===== config.mk =====
export PLATFORM = sky130hd
export DESIGN_NAME = main_top
export DESIGN_NICKNAME = d
export VERILOG_FILES = /design/src/rtl/main_top.sv
export SDC_FILE = /design/constraint.sdc
export NUM_CORES = 2
export LEC_CHECK = 0
export BUFFER_PORTS_ARGS = -buffer_cell sky130_fd_sc_hd__buf_2
export CELL_PAD_IN_SITES_DETAIL_PLACEMENT = 0
export CELL_PAD_IN_SITES_GLOBAL_PLACEMENT = 2
export CORE_UTILIZATION = 26
export CTS_CLUSTER_DIAMETER = 120
export CTS_CLUSTER_SIZE = 20
export DETAILED_ROUTE_END_ITERATION = 6
export GPL_TIMING_DRIVEN = 0
export PLACE_DENSITY_LB_ADDON = 0.1
export SLEW_MARGIN = 40
export SYNTH_ARGS = -nofsm -noshare
export SYNTH_HDL_FRONTEND = slang
export SYNTH_SLANG_ARGS = --single-unit

===== constraint.sdc =====
create_clock -name clk -period 14.8 [get_ports clk]
set_input_delay 2.22 -clock clk [delete_from_list [all_inputs] [get_ports clk]]
set_output_delay 2.22 -clock clk [all_outputs]
set_load 0.02 [all_outputs]

===== src/rtl/main_top.sv =====
`default_nettype none
// +--------------------------------------------------------------------------+
// | main_top : streamed N x N matrix multiply (C = A x B), two MAC cores      |
// | Revision : 1.0 - initial release                                          |
// +--------------------------------------------------------------------------+
module main_top #(
  parameter int DATA_W = 16,
  parameter int MAX_N  = 8
) (
  input  logic              clk,
  input  logic              rst_n,
  input  logic [DATA_W-1:0] com_data_in,
  input  logic              data_write_start,
  input  logic              data_write_done,
  output logic [1:0]        state,
  output logic [DATA_W-1:0] com_data_out,
  output logic              output_write_start,
  output logic              output_write_done
);

  localparam int         c_AW    = (MAX_N * MAX_N > 1) ? $clog2(MAX_N * MAX_N) : 1;
  localparam int         c_DEPTH = 1 << c_AW;
  localparam logic [4:0] c_MAX_N = 5'(MAX_N);

  typedef enum logic [1:0] {
    IDLE    = 2'b00,
    LOAD    = 2'b01,
    COMPUTE = 2'b10,
    OUTPUT  = 2'b11
  } state_t;

  state_t            r_state;
  logic [DATA_W-1:0] r_mem_a [c_DEPTH];
  logic [DATA_W-1:0] r_mem_b [c_DEPTH];
  logic [DATA_W-1:0] r_mem_c [c_DEPTH];
  logic [8:0]        r_cnt;
  logic [3:0]        r_n;
  logic              r_err;
  logic              r_drain;
  logic [4:0]        r_row;
  logic [3:0]        r_col;
  logic [3:0]        r_k;
  logic [7:0]        r_oidx;
  logic [DATA_W-1:0] r_acc [2];
  logic [DATA_W-1:0] r_dout;
  logic              r_ostart;
  logic              r_odone;

  logic [7:0]        w_nn;
  logic              w_n_ok;
  logic              w_capture;
  logic              w_first;
  logic              w_ld_we;
  logic              w_ld_a;
  logic [7:0]        w_b_addr;
  logic [DATA_W-1:0] w_b;
  logic              w_last_k;
  logic              w_last_col;
  logic              w_last_row;
  logic              w_c_we;
  logic [7:0]        w_base   [2];
  logic [DATA_W-1:0] w_a      [2];
  logic [DATA_W-1:0] w_sum    [2];
  logic              w_row_ok [2];

  assign w_nn      = 8'(r_n) * 8'(r_n);
  assign w_n_ok    = (r_n != 4'd0) && ({1'b0, r_n} <= c_MAX_N);
  assign w_capture = (r_state == LOAD) && data_write_start && !data_write_done;
  assign w_first   = w_capture && (r_cnt == 9'd0);
  // Word index r_cnt: 1..NN fill A, NN+1..2NN fill B, anything later is dropped.
  assign w_ld_we   = w_capture && (r_cnt != 9'd0) && w_n_ok && (r_cnt <= {w_nn, 1'b0});
  assign w_ld_a    = (r_cnt <= {1'b0, w_nn});

  // Operands never loaded read as zero, so stale storage is harmless.
  assign w_b_addr = 8'(r_k) * 8'(r_n) + 8'(r_col);
  assign w_b      = ({1'b0, w_nn} + {1'b0, w_b_addr} + 9'd1 < r_cnt) ?
                    r_mem_b[c_AW'(w_b_addr)] : '0;

  assign w_last_k   = (r_k == r_n - 4'd1);
  assign w_last_col = (r_col == r_n - 4'd1);
  assign w_last_row = (r_row + 5'd2 >= {1'b0, r_n});
  assign w_c_we     = (r_state == COMPUTE) && !r_drain && w_last_k;

  // Core g owns rows r_row + g; both share the B column operand.
  for (genvar g = 0; g < 2; g++) begin : g_core
    logic [4:0] w_row;
    logic [7:0] w_a_addr;
    assign w_row       = r_row + 5'(g);
    assign w_row_ok[g] = (w_row < {1'b0, r_n});
    assign w_base[g]   = 8'(w_row) * 8'(r_n);
    assign w_a_addr    = w_base[g] + 8'(r_k);
    assign w_a[g]      = (w_row_ok[g] && ({1'b0, w_a_addr} + 9'd1 < r_cnt)) ?
                         r_mem_a[c_AW'(w_a_addr)] : '0;
    assign w_sum[g]    = ((r_k == 4'd0) ? '0 : r_acc[g]) + w_a[g] * w_b;
  end

  always_ff @(posedge clk) begin
    if (w_ld_we) begin
      if (w_ld_a) r_mem_a[c_AW'(r_cnt - 9'd1)] <= com_data_in;
      else        r_mem_b[c_AW'(r_cnt - 9'd1 - {1'b0, w_nn})] <= com_data_in;
    end
    if (w_c_we) r_mem_c[c_AW'(w_base[0] + 8'(r_col))] <= w_sum[0];
    if (w_c_we && w_row_ok[1]) r_mem_c[c_AW'(w_base[1] + 8'(r_col))] <= w_sum[1];
  end

  always_ff @(posedge clk) begin
    if (!rst_n) begin
      r_state  <= IDLE;
      r_dout   <= '0;
      r_ostart <= 1'b0;
      r_odone  <= 1'b0;
      r_cnt    <= '0;
      r_n      <= '0;
      r_acc[0] <= '0;
      r_acc[1] <= '0;
      r_err    <= 1'b0;
      r_drain  <= 1'b0;
      r_row    <= '0;
      r_col    <= '0;
      r_k      <= '0;
      r_oidx   <= '0;
    end else begin
      case (r_state)
        IDLE: begin
          if (data_write_start) begin
            r_state <= LOAD;
            r_cnt   <= '0;
            r_n     <= '0;
            r_err   <= 1'b0;
          end
        end
        LOAD: begin
          if (data_write_done) begin
            r_row   <= '0;
            r_col   <= '0;
            r_k     <= '0;
            r_drain <= 1'b0;
            r_oidx  <= '0;
            if ((r_cnt == 9'd0) || !w_n_ok) begin
              r_state  <= OUTPUT;
              r_err    <= 1'b1;
              r_dout   <= '1;
              r_ostart <= 1'b1;
              r_odone  <= 1'b1;
            end else begin
              r_state <= COMPUTE;
            end
          end else if (w_first) begin
            r_n   <= com_data_in[3:0];
            r_cnt <= 9'd1;
          end else if (w_ld_we) begin
            r_cnt <= r_cnt + 9'd1;
          end
        end
        COMPUTE: begin
          // One extra cycle lets the last C write land before it is read out.
          if (r_drain) begin
            r_state  <= OUTPUT;
            r_dout   <= r_mem_c[c_AW'(0)];
            r_ostart <= 1'b1;
            r_odone  <= (w_nn == 8'd1);
            r_oidx   <= 8'd1;
          end else begin
            r_acc[0] <= w_sum[0];
            r_acc[1] <= w_sum[1];
            if (w_last_k) begin
              r_k <= '0;
              if (w_last_col) begin
                r_col <= '0;
                r_row <= r_row + 5'd2;
                if (w_last_row) r_drain <= 1'b1;
              end else begin
                r_col <= r_col + 4'd1;
              end
            end else begin
              r_k <= r_k + 4'd1;
            end
          end
        end
        OUTPUT: begin
          if (r_err || (r_oidx == w_nn)) begin
            r_state  <= IDLE;
            r_dout   <= '0;
            r_ostart <= 1'b0;
            r_odone  <= 1'b0;
          end else begin
            r_dout  <= r_mem_c[c_AW'(r_oidx)];
            r_odone <= (r_oidx == w_nn - 8'd1);
            r_oidx  <= r_oidx + 8'd1;
          end
        end
        default: r_state <= IDLE;
      endcase
    end
  end

  assign state              = r_state;
  assign com_data_out       = r_dout;
  assign output_write_start = r_ostart;
  assign output_write_done  = r_odone;

endmodule
`default_nettype wire


* Word-level counts from Yosys, hierarchy flattened
Memory sizes are Yosys's and may differ from the RTL's. A register that Yosys moved wholly into a read port is not among the register bits.
Index checks and enable logic that the tools add are counted.
** Word-level totals
- Memories kept :: 4
- Input bits :: 20
- Word-level logic and storage cells :: 187
- Register bits :: 56
- Memory bits (writable) :: 3104
** Operators by class
- Order comparisons :: 9
- Muxes and demuxes :: 77
- $mul :: 6
- Bitwise gates (word level) :: 2
- Add/subtract/negate cells :: 21
- Equality and inequality tests :: 20
- Reductions and logical operators :: 36
** Memory list
- r_mem_a :: depth 64, width 16, rd ports 2, clocked after Yosys merged registers in 0, write ports 1, RTL line 33 : logic [DATA_W-1:0] r_mem_a [c_DEPTH];
- r_mem_b :: depth 64, width 16, rd ports 1, clocked after Yosys merged registers in 0, write ports 1, RTL line 34 : logic [DATA_W-1:0] r_mem_b [c_DEPTH];
- r_mem_c :: depth 64, width 16, rd ports 2, clocked after Yosys merged registers in 1, write ports 2, RTL line 35 : logic [DATA_W-1:0] r_mem_c [c_DEPTH];
- r_acc :: depth 2, width 16, rd ports 2, clocked after Yosys merged registers in 0, write ports 2, RTL line 44 : logic [DATA_W-1:0] r_acc [2];
** Operators by type and width (count)
- 16-bit 2-to-1 mux :: 11
- 16-bit one-hot mux with 3 select lines :: 1
- 4-bit 2-to-1 mux :: 9
- 9-bit 2-to-1 mux :: 4
- 16-bit adder :: 2
- 16-bit by 16-bit multiplier with 16-bit output :: 2
- 1-bit 2-to-1 mux :: 28
- 4-bit AND reduction :: 7
- 9-bit less-than comparator :: 3
- 8-bit by 4-bit adder with 8-bit output :: 3
- 8-bit 2-to-1 mux :: 3
- 4-bit one-hot mux with 2 select lines :: 3
- 8-bit one-hot mux with 3 select lines :: 1
- 5-bit 2-to-1 mux :: 4
- 2-bit inequality test (second input constant) :: 10
- 8-bit by 1-bit adder with 9-bit output (second input constant) :: 2
- 9-bit by 1-bit adder with 9-bit output (second input constant) :: 2
- 9-bit one-hot mux with 2 select lines :: 1
- 8-bit equality test :: 2
- 4-bit by 4-bit multiplier with 8-bit output :: 2
- 5-bit by 4-bit multiplier with 8-bit output :: 2
- 6-bit by 4-bit adder with 6-bit output :: 2
- 1-bit logical AND :: 12
- 6-bit 2-to-1 mux :: 2
- 38 further kinds :: 53

* Logic depth before layout (Yosys ltp)
- Depth in word-level cells :: 10
- Gate-level depth with buffers :: 62
- Mapped depth without buffers :: 50

* Worst setup path after synthesis
No wires, ideal clock.
- Path type :: flip-flop to flip-flop
- Start :: register r_k[0]
- End :: memory r_mem_c[2][15] (data pin)
- Setup slack :: 2.136 ns
- Data arrival time :: 12.512 ns
- Required time :: 14.648 ns
- Library setup time :: 0.152 ns
- Cell stages (with the launch flop) :: 58
- Cell sequence :: dfxtp_1 > buf_6 > buf_6 > buf_6 > buf_8 > buf_8 > buf_6 > inv_1 > nor2_1 > fa_1 > fa_1 > inv_1 > fa_1 > inv_1 > ha_1 > and3_1 > o21ai_0 > nand2_1 > [22 not listed] > ha_1 > inv_1 > fa_1 > fa_1 > fa_1 > inv_1 > ha_1 > inv_1 > o21ai_0 > a21oi_1 > o21bai_1 > a21o_1 > a21oi_1 > o21ai_0 > xnor3_2 > buf_12 > buf_12 > mux2i_4
** RTL lines
- from (decl) :: RTL line 42 : logic [3:0] r_k;
- from (signal assigned) :: RTL line 176 : r_k <= r_k + 4'd1;
- to (decl) :: RTL line 35

==> metrics.log <==
[metrics] result of the run: complete, no violations
[metrics] number of sinks on the clock net: 3165
[metrics] Global Route met2 Usage: 0.402
[metrics] die boundary width: 778 um
[metrics] Starting Density: 0.262
[metrics] sequential standard cell area: 94400 um^2
[metrics] Residual DRC: 0
[metrics] num rows: 284
[metrics] number of warnings reported in the yosys synthesis log: 0
[metrics] Post-synth EDFFs: 3104
[metrics] xor/xnor cell area share of the yosys netlist: 0.0133
[metrics] via count of the first global-routing pass: 96600
[metrics] hold crit path type: reg -> reg
[metrics] Clock transition at path regs: 90 ps
[metrics] placed cell count: 18000
[metrics] global-route wire length before repair: 977000 um
[metrics] simple logic cell fraction of the synthesized area: 0.0486
[metrics] final wirelength: 750000 um
[metrics] combinational family with the most area after synthesis: multiplexers
[metrics] die outline area: 606000 um^2
[metrics] area of the core region: 599000 um^2
[metrics] start point of the worst hold path: output_write_start
[metrics] switching part of the total: 0.374
[metrics] layout net count: 10700
[metrics] setup clock skew after layout: 134 ps
[metrics] count of buffers inserted at the top-level ports: 38
[metrics] Crit Path Class: reg -> reg
[metrics] Layout Cells excl Fill: 18300
[metrics] maximum capacitance violations: 0
[metrics] Worst setup startpoint: r_n[0]
[metrics] initial antenna violation count: 71
[metrics] area occupied by multi-input gates: 60100 um^2
[metrics] count of hold buffers inserted by post-cts repair: 0
[metrics] filler instances: 58700
[metrics] maximum count of clock buffers along a single path: 4
[metrics] routability-driven placement congestion ratio: 0.970
[metrics] R2R setup slack: 300 ps
[metrics] sequential-to-total area share from yosys stat: 0.603
[metrics] top fanout value on the critical path: 14
[metrics] number of buffers created by CTS: 188
[metrics] highest clock frequency the design can meet: 69.0 MHz
[metrics] unique cell type count in the Yosys netlist: 98
[metrics] cell with the biggest individual delay on the critical path: buf_2
[metrics] switching component of the power: 9.27 mW
[metrics] final setup slack of the worst path: 301 ps
[metrics] global routing met3 resource utilization: 0.0293
[metrics] detailed placement HPWL: 561000 um
[metrics] cell types occupying the most area after synthesis: edfxtp_1 59%, mux4_2 18%, fa_1 2.7%, nand2_1 2.4%, o21ai_0 2.1%
[metrics] overall fraction of global-route tracks in use: 0.243
[metrics] portion of total power attributed to combinational logic: 0.361
[metrics] most common cell in the synthesized netlist: edfxtp_1
[metrics] min Tclk post-route: 14500 ps
[metrics] Lkg Pwr: 58.4 nW
[metrics] total internal power: 15.5 mW
[metrics] arithmetic-cell share of the synthesized area counting full adders, half adders and majority gates: 0.0463
[metrics] post-DR wirelength/cell: 41.0 um
[metrics] slew at the pin with the worst max-slew slack: 998 ps
[metrics] Worst path max stage delay: 640 ps
[metrics] multiplexer share of the synthesized area: 0.218
[metrics] Worst setup EP type: register
[metrics] Arrival @ worst endpoint: 15130 ps
[metrics] area share of the largest cell type after synthesis: 0.595
[metrics] final-report max-slew violation count: 0
[metrics] Worst EP required: 15430 ps
[metrics] via count of the routed design: 96500
[metrics] signed area change from the synthesized netlist to the final layout: 17.0%
[metrics] top cells by instance count after synthesis: 3104 x edfxtp_1, 1222 x mux4_2, 1000 x nand2_1
[metrics] Final setup viols: 0
[metrics] netlist area before placement: 157000 um^2
[metrics] Final Hold Violating Endpoints: 0
[metrics] Async S/R FF share, synth: 0
[metrics] cell count after synthesis: 9562
[metrics] met1 demand-to-capacity share in global routing: 0.330
[metrics] normalized max-slew margin: 0.335
[metrics] share of the clock period used by the worst path after layout: 0.980
[metrics] maximum number of pins on one net before global-route repair: 97
[metrics] detailed-routing iteration count for the pre-antenna-repair pass: 5
[metrics] startpoint type of the worst setup path: register
[metrics] Most Frequent Cell on Critical Path: fa_1
[metrics] DRC violation total after the first TritonRoute iteration: 11500
[metrics] later-pin clock latency in the skew report: 1020 ps
[metrics] Worst Hold Margin: 569 ps
[metrics] via count normalized by instance count: 5.28
[metrics] synthesized area per cell: 16.4 um^2
[metrics] launching point of the worst reg2reg path: r_n[0]
[metrics] TritonCTS clock tree: yes
[metrics] worst ir drop on vdd: 0.0000926 V
[metrics] cell type with the highest aggregate area in the netlist: edfxtp_1
[metrics] top flip-flop cell by instance count after synthesis: edfxtp_1
[metrics] placement-stage worst setup slack: -5100 ps
[metrics] synthesized-area fraction occupied by ao, oa, aoi and oai cells: 0.0365
[metrics] share of total power in sequential cells: 0.413
[metrics] total gr overflow: 0
[metrics] areal power density over the cells: 135 nW/um^2
[metrics] Top Usage Layer GRT: met2
[metrics] number of nets with antenna violations after detailed routing: 0
[metrics] Synth Register Bits: 3165
[metrics] Die Span Y: 778 um
[metrics] H-tree level count: 4
[metrics] clock network power share: 0.226
[metrics] final core occ: 0.306
[metrics] root buffer selected by CTS: clkbuf_16
[metrics] I/O pin count: 40
[metrics] share of post-route cells with drive strength above 1: 0.309
## cells by family (layout without fill, tap and decap cells)
| group | after synthesis | count (layout) |
|---|---|---|
| flip-flops | 3165 | 3165 |
| AND/OR/NAND/NOR | 1808 | 1808 |
| multiplexers | 1783 | 1783 |
| buffers and inverters | 1139 | 1807 |
| AO/OA/AOI/OAI | 996 | 996 |
| adder cells (fa/ha/maj) | 454 | 454 |
| XOR/XNOR | 215 | 215 |
| other | 2 | 35 |
## power by group through the flow
stage	Clock [mW]	Combinational, mW	Sequential [mW]
final	5.62	8.96	10.2
after global routing	5.96	9.25	10.2
after CTS	5.74	8.99	10.2
after detailed placement	0	8.81	10.4
after global placement	0	8.46	10.5
after floorplan	0	4.39	10.4
## final cells by class
cell class	count	share of cell area
sequential	3165	0.515
multi-input combinational	5260	0.328
clock inverter	27	0.00146
antenna	31	0.000423
clock buffer	215	0.0264
buffer	739	0.0249
tap	8008	0.0546
timing repair buffer	431	0.0414
inverter	395	0.00815
## metal layers
metal	wire, um	share of wire
met5	45	0.000060
met4	30200	0.040
met3	41900	0.056
met2	358000	0.48
met1	320000	0.43
## sequential cells by signal, summed over array words and instances, names as in the netlist, 2 cells and up, named ones only
signal / count
r_mem_c: 1024
com_data_out: 16
state: 2
r_col: 4
r_oidx: 8
r_k: 4
r_acc: 32
r_cnt: 9
r_row: 4
r_mem_b: 1024
r_n: 4
r_mem_a: 1024
## worst max-delay path, delay by kind of cell, from the launching register on
kind                       cells  cell delay [ps]
adders and majority gates      9             3440
AOI/OAI and AO/OA              9             2100
and+or+nand+nor                9             2410
muxes                          1              160
DFF                            1              540
xor gates and xnor gates       2              450
buffers and inverters         14             4920
## repair_timing
action / in CTS / in global routing
endpoints found under the setup margin: 908 / 330
gates resized for setup: 167 / 41
endpoints found under the hold margin: 0 / 0
pin swaps: 17 / 10
setup buffers: 26 / 15
## metrics by stage
step,total power [mW],instance area [um^2],TNS (ps)
floorplan,14.8,157000,0
global placement,18.9,167000,-5165500
detailed placement,19.3,177000,-2535510
CTS,25.0,183000,0
global route,25.5,183000,-15.4
finish,24.8,183000,0
## final timing paths
kind                                      endpoint  cells past startpoint
worst max-delay path               r_mem_c[12][14]                     44
worst min-delay path            output_write_start                      2
worst max register to register     r_mem_c[12][14]                     44
worst min register to register  output_write_start                      2
## placed cells by master (no fill, tap or decap), types with 191 or more instances in the layout
master,count
fa_1,210
inv_1,386
o21ai_0,624
nand2_1,969
mux4_2,1222
ha_1,241
edfxtp_1,3104
clkbuf_16,191
clkbuf_1,254
mux2i_1,239
nor2_1,267
mux2_2,262
(Power assumes the default switching activity.)
